<file path="src/rtl/hamming_enc_sequencer.sv">
// hamming_enc_sequencer: reads NUM_MSG packed 11-bit messages from the shared
// data memory, Hamming(16,11)-encodes them with overall parity and writes the
// 16-bit codewords back, sharing the memory port via bus_req/bus_gnt.
// Optional build macro: HSEQ_STALL_CNT_EN enables the grant-stall counter.
module hamming_enc_sequencer #(
  parameter int unsigned SRC_BASE = 0,
  parameter int unsigned DST_BASE = 30,
  parameter int unsigned NUM_MSG  = 15,
  parameter int unsigned AW       = 8
) (
  input  logic          clock,
  input  logic          reset_n,
  input  logic          req,
  output logic          ack,
  output logic          bus_req,
  input  logic          bus_gnt,
  output logic [AW-1:0] mem_addr,
  output logic          mem_rd,
  input  logic [7:0]    mem_rdata,
  output logic          mem_wr,
  output logic [7:0]    mem_wdata,
  output logic [15:0]   stall_cnt
);

  typedef enum logic [2:0] {
    IDLE, WAIT_GNT, RD_LO, RD_HI, ENC, WR_LO, WR_HI, DONE
  } state_t;

  localparam logic [6:0] LAST_IDX = 7'(NUM_MSG - 1);

  state_t        state, state_n;
  logic [6:0]    idx, idx_n;
  logic          rd_q, wr_q;
  logic          lo_tag;
  logic [7:0]    lo_q;
  logic [15:0]   cw_q, cw_calc, cw_src;
  logic [AW-1:0] src_lo, dst_lo, addr_n;
  logic [7:0]    wdata_n;
  logic          unused_hi_bits;

  assign unused_hi_bits = ^mem_rdata[7:3];

  function automatic logic [15:0] encode(input logic [11:1] d);
    logic p8, p4, p2, p1, p0;
    p8 = ^d[11:5];
    p4 = (^d[11:8]) ^ (^d[4:2]);
    p2 = d[11] ^ d[10] ^ d[7] ^ d[6] ^ d[4] ^ d[3] ^ d[1];
    p1 = d[11] ^ d[9] ^ d[7] ^ d[5] ^ d[4] ^ d[2] ^ d[1];
    p0 = (^d) ^ p8 ^ p4 ^ p2 ^ p1;
    return {d[11:5], p8, d[4:2], p4, d[1], p2, p1, p0};
  endfunction

  // Strobes are registered but gated by the live grant so none leaks out
  // in the first cycle of a grant loss.
  assign mem_rd = rd_q & bus_gnt;
  assign mem_wr = wr_q & bus_gnt;

  // Next state and message index.
  always_comb begin
    state_n = state;
    idx_n   = idx;
    case (state)
      IDLE, DONE: begin
        if (req) begin
          state_n = WAIT_GNT;
          idx_n   = '0;
        end
      end
      WAIT_GNT: if (bus_gnt) state_n = RD_LO;
      RD_LO:    if (bus_gnt) state_n = RD_HI;
      // Grant loss here means the read just issued was lost: step back.
      RD_HI:    state_n = bus_gnt ? ENC : RD_LO;
      ENC:      state_n = bus_gnt ? WR_LO : RD_HI;
      WR_LO:    if (bus_gnt) state_n = WR_HI;
      WR_HI: begin
        if (bus_gnt) begin
          if (idx == LAST_IDX) begin
            state_n = DONE;
          end else begin
            state_n = RD_LO;
            idx_n   = idx + 7'd1;
          end
        end
      end
      default: state_n = IDLE;
    endcase
  end

  // Address and write-data decode for the upcoming state.
  always_comb begin
    src_lo  = AW'(SRC_BASE) + AW'({idx_n, 1'b0});
    dst_lo  = AW'(DST_BASE) + AW'({idx_n, 1'b0});
    cw_calc = encode({mem_rdata[2:0], lo_q});
    // Entering WR_LO from ENC the codeword register is loaded on that same
    // edge, so the low write byte must come from the freshly computed value.
    cw_src  = (state == ENC) ? cw_calc : cw_q;
    addr_n  = '0;
    wdata_n = '0;
    case (state_n)
      RD_LO: addr_n = src_lo;
      RD_HI: addr_n = src_lo + AW'(1);
      WR_LO: begin
        addr_n  = dst_lo;
        wdata_n = cw_src[7:0];
      end
      WR_HI: begin
        addr_n  = dst_lo + AW'(1);
        wdata_n = cw_q[15:8];
      end
      default: ;
    endcase
  end

  // State, datapath and registered outputs.
  always_ff @(posedge clock or negedge reset_n) begin
    if (!reset_n) begin
      state     <= IDLE;
      idx       <= '0;
      ack       <= 1'b0;
      bus_req   <= 1'b0;
      rd_q      <= 1'b0;
      wr_q      <= 1'b0;
      mem_addr  <= '0;
      mem_wdata <= '0;
      lo_tag    <= 1'b0;
      lo_q      <= '0;
      cw_q      <= '0;
    end else begin
      state     <= state_n;
      idx       <= idx_n;
      ack       <= (state_n == DONE);
      bus_req   <= (state_n != IDLE) && (state_n != DONE);
      rd_q      <= (state_n == RD_LO) || (state_n == RD_HI);
      wr_q      <= (state_n == WR_LO) || (state_n == WR_HI);
      mem_addr  <= addr_n;
      mem_wdata <= wdata_n;
      // Capture follows the read that actually went out, not the state,
      // so a stall never latches stale read data.
      lo_tag    <= (state == RD_LO) && bus_gnt;
      if (lo_tag) lo_q <= mem_rdata;
      if (state == ENC && bus_gnt) cw_q <= cw_calc;
    end
  end

`ifdef HSEQ_STALL_CNT_EN
  logic accept;
  assign accept = ((state == IDLE) || (state == DONE)) && req;

  // Saturating count of cycles spent requesting without a grant.
  always_ff @(posedge clock or negedge reset_n) begin
    if (!reset_n) begin
      stall_cnt <= '0;
    end else if (accept) begin
      stall_cnt <= '0;
    end else if (bus_req && !bus_gnt && (stall_cnt != '1)) begin
      stall_cnt <= stall_cnt + 16'd1;
    end
  end
`else
  assign stall_cnt = '0;
`endif

endmodule

</file>
<file path="config.mk">
export PLATFORM = sky130hd
export DESIGN_NAME = hamming_enc_sequencer
export DESIGN_NICKNAME = d
export VERILOG_FILES = /design/src/rtl/hamming_enc_sequencer.sv
export SDC_FILE = /design/constraint.sdc
export NUM_CORES = 1
export LEC_CHECK = 0
export CORE_UTILIZATION = 55
export DETAILED_ROUTE_END_ITERATION = 8
export GPL_ROUTABILITY_DRIVEN = 1
export PLACE_DENSITY = 0.9
export SYNTH_ARGS = -nofsm -noshare
export SYNTH_HDL_FRONTEND = slang
export SYNTH_SLANG_ARGS = --single-unit
</file>
<file path="constraint.sdc">
create_clock -name clock -period 7.01 [get_ports clock]
set_input_delay 2.103 -clock clock [delete_from_list [all_inputs] [get_ports clock]]
set_output_delay 2.103 -clock clock [all_outputs]
set_load 0.005 [all_outputs]
</file>
==> run_results.csv <==
group,metric,value,unit
route,ant_nets,0,
logic_synthesis,synth_area_leaders,"dfrtp_1 (47%), nand2_1 (7.5%), xnor2_1 (4.7%)",
power_and_ir_drop,p_sw,472,uW
layout,areaGrowthSynthToFinish,12.8,%
route,vias,2244,
power_and_ir_drop,power_density,379,mW/mm^2
setup_path,crit_family,"buffers and inverters",
power_and_ir_drop,clock_power_share,0.163,
placed_design,port_buffers,31,
sta,final-hold-violation-count,0,
route,postRouteWirelength,5880,um
route,wl_per_cell,14.8,um
grt,overflow,0,
logic_synthesis,synth_area,0.00295,mm^2
clock_tree,clk_pin_slew_worst_paths,0.10,ns
clock_tree,post_cts_buffers,0,
logic_synthesis,synth-main-ff-cell,"dfrtp_1",
clock_tree,root_buffer,"clkbuf_8",
clock_tree,cts.sinks,55,
grt,grt_antenna_before_repair,0,
power_and_ir_drop,p_int,792,uW
placed_design,gp_congestion,0.890,
die,num_rows,26,
sta,slew_headroom,0.174,
run_status,status,"completed",
setup_path,slowest_stage,"clkdlybuf4s50_1",
logic_synthesis,yosysTopAreaCell,"dfrtp_1",
grt,grt_usage,0.227,
power_and_ir_drop,swShare,0.374,
sta,holdWs,0.483,ns
logic_synthesis,synthCells,302,
die,core_area,0.00514,mm^2
setup_path,crit_path_max_fanout,19,
job,cap_violations,0,
die,die_area,0.00567,mm^2
clock_tree,clk_latency,0.32,ns
logic_synthesis,synth_top_area_frac,0.466,
power_and_ir_drop,combPwrFrac,0.434,
setup_path,reg2reg_depth,8,
die,die_w,75.3,um
sta,worst_slew_pin_slew,1.24,ns
logic_synthesis,synthArstFlopShare,1.00,
logic_synthesis,yosysMostFrequentCell,"nand2_1",
logic_synthesis,yosys-top-cells-count,"nand2_1 (59), dfrtp_1 (55), o21ai_0 (21)",
logic_synthesis,synth_edf_count,0,
logic_synthesis,yosysUniqueCellTypes,57,
die,io_pins,48,
hold_path,hold_depth,2,
clock_tree,cts_buffers,5,
route,drt_iter0_drc,254,
route,dr.pass1.iters,4,
setup_path,r2r_slack,4.02,ns
sta,finalCritPeriodShare,0.792,
hold_path,min_path_type,"register to register",
layout,drive_above_1_share,0.0884,
layout,nFillCells,424,
die,die_y,75.3,um
setup_path,worstSetupEndpointType,"primary output",
clock_tree,hold_buffers,0,
sta,setup_tns,0,ns
setup_path,crit_arrival,3.45,ns
layout,nets,343,
sta,fmax,180,MHz
setup_path,path_buf_inv,3,
logic_synthesis,synth_area_per_cell,9.78,um^2
grt,grt_pass1_wl,9510,um
logic_synthesis,synth-seq-cells,55,
sta,clock_skew,0.00791,ns
grt,grt_pass1_vias,1964,
sta,setup_viol,0,
sta,rsz0062_at_grt,"no",
setup_path,crit_path_frequent_cell,"clkdlybuf4s50_1",
setup_path,cp_cell_sequence,"clkdlybuf4s50_1, buf_4, and2_1, clkdlybuf4s50_1",
layout,antenna_cells,0,
grt,grt_max_degree,56,
route,avgViaCountPerCell,5.64,
clock_tree,cts_resized,0,
clock_tree,cts_tree,"built",
setup_path,crit_required,4.91,ns
sta,min_period,5.55,ns
power_and_ir_drop,ir_drop,189,uV
setup_path,cp_num_cells,4,
power_and_ir_drop,power_leakage,1.52,nW
clock_tree,cts.path.max_buffers,2,
power_and_ir_drop,p_seq_frac,0.402,
clock_tree,htreeDepth,2,
sta,slew_viol_final,0,
setup_path,max_stage_delay,0.50,ns
setup_path,start_kind,"primary input",
setup_path,path_class,"primary input to primary output",
logic_synthesis,seq_area_frac_synth,0.466,
die,initial_utilization,0.574,
route,drc,0,
logic_synthesis,ys.warnings.count,0,
placed_design,dp_hpwl,4030,um
cell usage in the layout, fill, tap and decap left out, drive strengths merged, types with 2 or more instances in the layout:
cell	Yosys	routed
a211o	3	3
a21oi	9	9
and2	2	2
and3	3	3
buf	24	3
clkbuf	5	6
clkdlybuf4s50	0	30
conb	1	16
dfrtp	55	55
ha	3	3
inv	10	10
mux2	8	8
mux2i	5	5
nand2	59	59
nand2b	3	3
nand3	9	9
nand3b	2	2
nand4	6	6
nor2	8	8
nor2b	2	2
nor3	6	6
nor4	2	2
o211ai	6	6
o21a	2	2
o21ai	23	23
o311ai	2	2
o31ai	4	4
or3	3	3
xnor2	16	16
xor2	3	3
power groups by stage:
stage | Combinational (mW) | Sequential (mW) | Clock [mW]
after floorplan | 0.449 | 0.469 | 0
after global placement | 0.524 | 0.505 | 0
after detailed placement | 0.542 | 0.512 | 0
after CTS | 0.551 | 0.506 | 0.207
after global routing | 0.602 | 0.522 | 0.221
final | 0.549 | 0.509 | 0.206
metal layers:
layer  vias up  track usage  wire (um)
met2        71        0.350       2890
met1      1100        0.330       2650
met5         -            0          0
met3         5       0.0402        277
li1       1068            -          -
met4         0       0.0679         62
registers in the layout, summed over array words and instances (netlist names):
name / cells
cw_q: 16
wr_q: 1
rd_q: 1
lo_q: 8
ack: 1
state: 3
bus_req: 1
idx: 7
mem_wdata: 8
lo_tag: 1
mem_addr: 8
cell type report:
class | count | area (um^2) | area share
clock buffers | 6 | 72.6 | 0.0218
well taps | 70 | 87.6 | 0.0263
clock inverters | 1 | 30.0 | 0.00901
inverters | 10 | 37.5 | 0.0113
repair buffers | 33 | 320 | 0.0961
flip-flops and latches | 55 | 1380 | 0.413
multi-input cells | 223 | 1410 | 0.422
worst paths after layout:
check | start | endpoint
setup / recovery | bus_gnt | mem_rd
hold / removal | cw_q[13]$_DFFE_PN0P_ | cw_q[13]$_DFFE_PN0P_
setup reg to reg | idx[0]$_DFF_PN0_ | mem_addr[6]$_DFF_PN0_
hold reg to reg | cw_q[13]$_DFFE_PN0P_ | cw_q[13]$_DFFE_PN0P_
max in group asynchronous | reset_n | cw_q[14]$_DFFE_PN0P_
min in group asynchronous | reset_n | idx[6]$_DFF_PN0_
cells by family after synthesis:
logic type	synth area share
and+or+nand+nor	0.185
AOI/OAI and AO/OA	0.147
DFF	0.466
buffers and inverters	0.0763
xor gates and xnor gates	0.0640
muxes	0.0475
adders and majority gates	0.0127
other	0.00127
worst reg2reg max path, delay by kind of cell, from the launching register on:
kind / cells / cell delay [ns]
buffers and inverters: 1 / 0.09
flip-flops: 1 / 0.48
AO/OA/AOI/OAI: 3 / 1.52
adder cells (fa/ha/maj): 1 / 0.14
AND/OR/NAND/NOR: 3 / 0.71
metrics by stage:
| step | util | worst slack (ns) | power, mW | instances | instance area [um^2] |
|---|---|---|---|---|---|
| final | 0.648 | 1.46 | 1.26 | 398 | 3330 |
| after global routing | 0.648 | 1.40 | 1.34 | 398 | 3330 |
| after CTS | 0.648 | 1.46 | 1.26 | 398 | 3330 |
| after detailed placement | 0.628 | 1.47 | 1.05 | 391 | 3230 |
| after global placement | 0.628 | 1.48 | 1.03 | 391 | 3230 |
| after floorplan | - | 2.32 | 0.918 | 317 | 3010 |
Note: power is estimated with default switching activity, not from simulation.
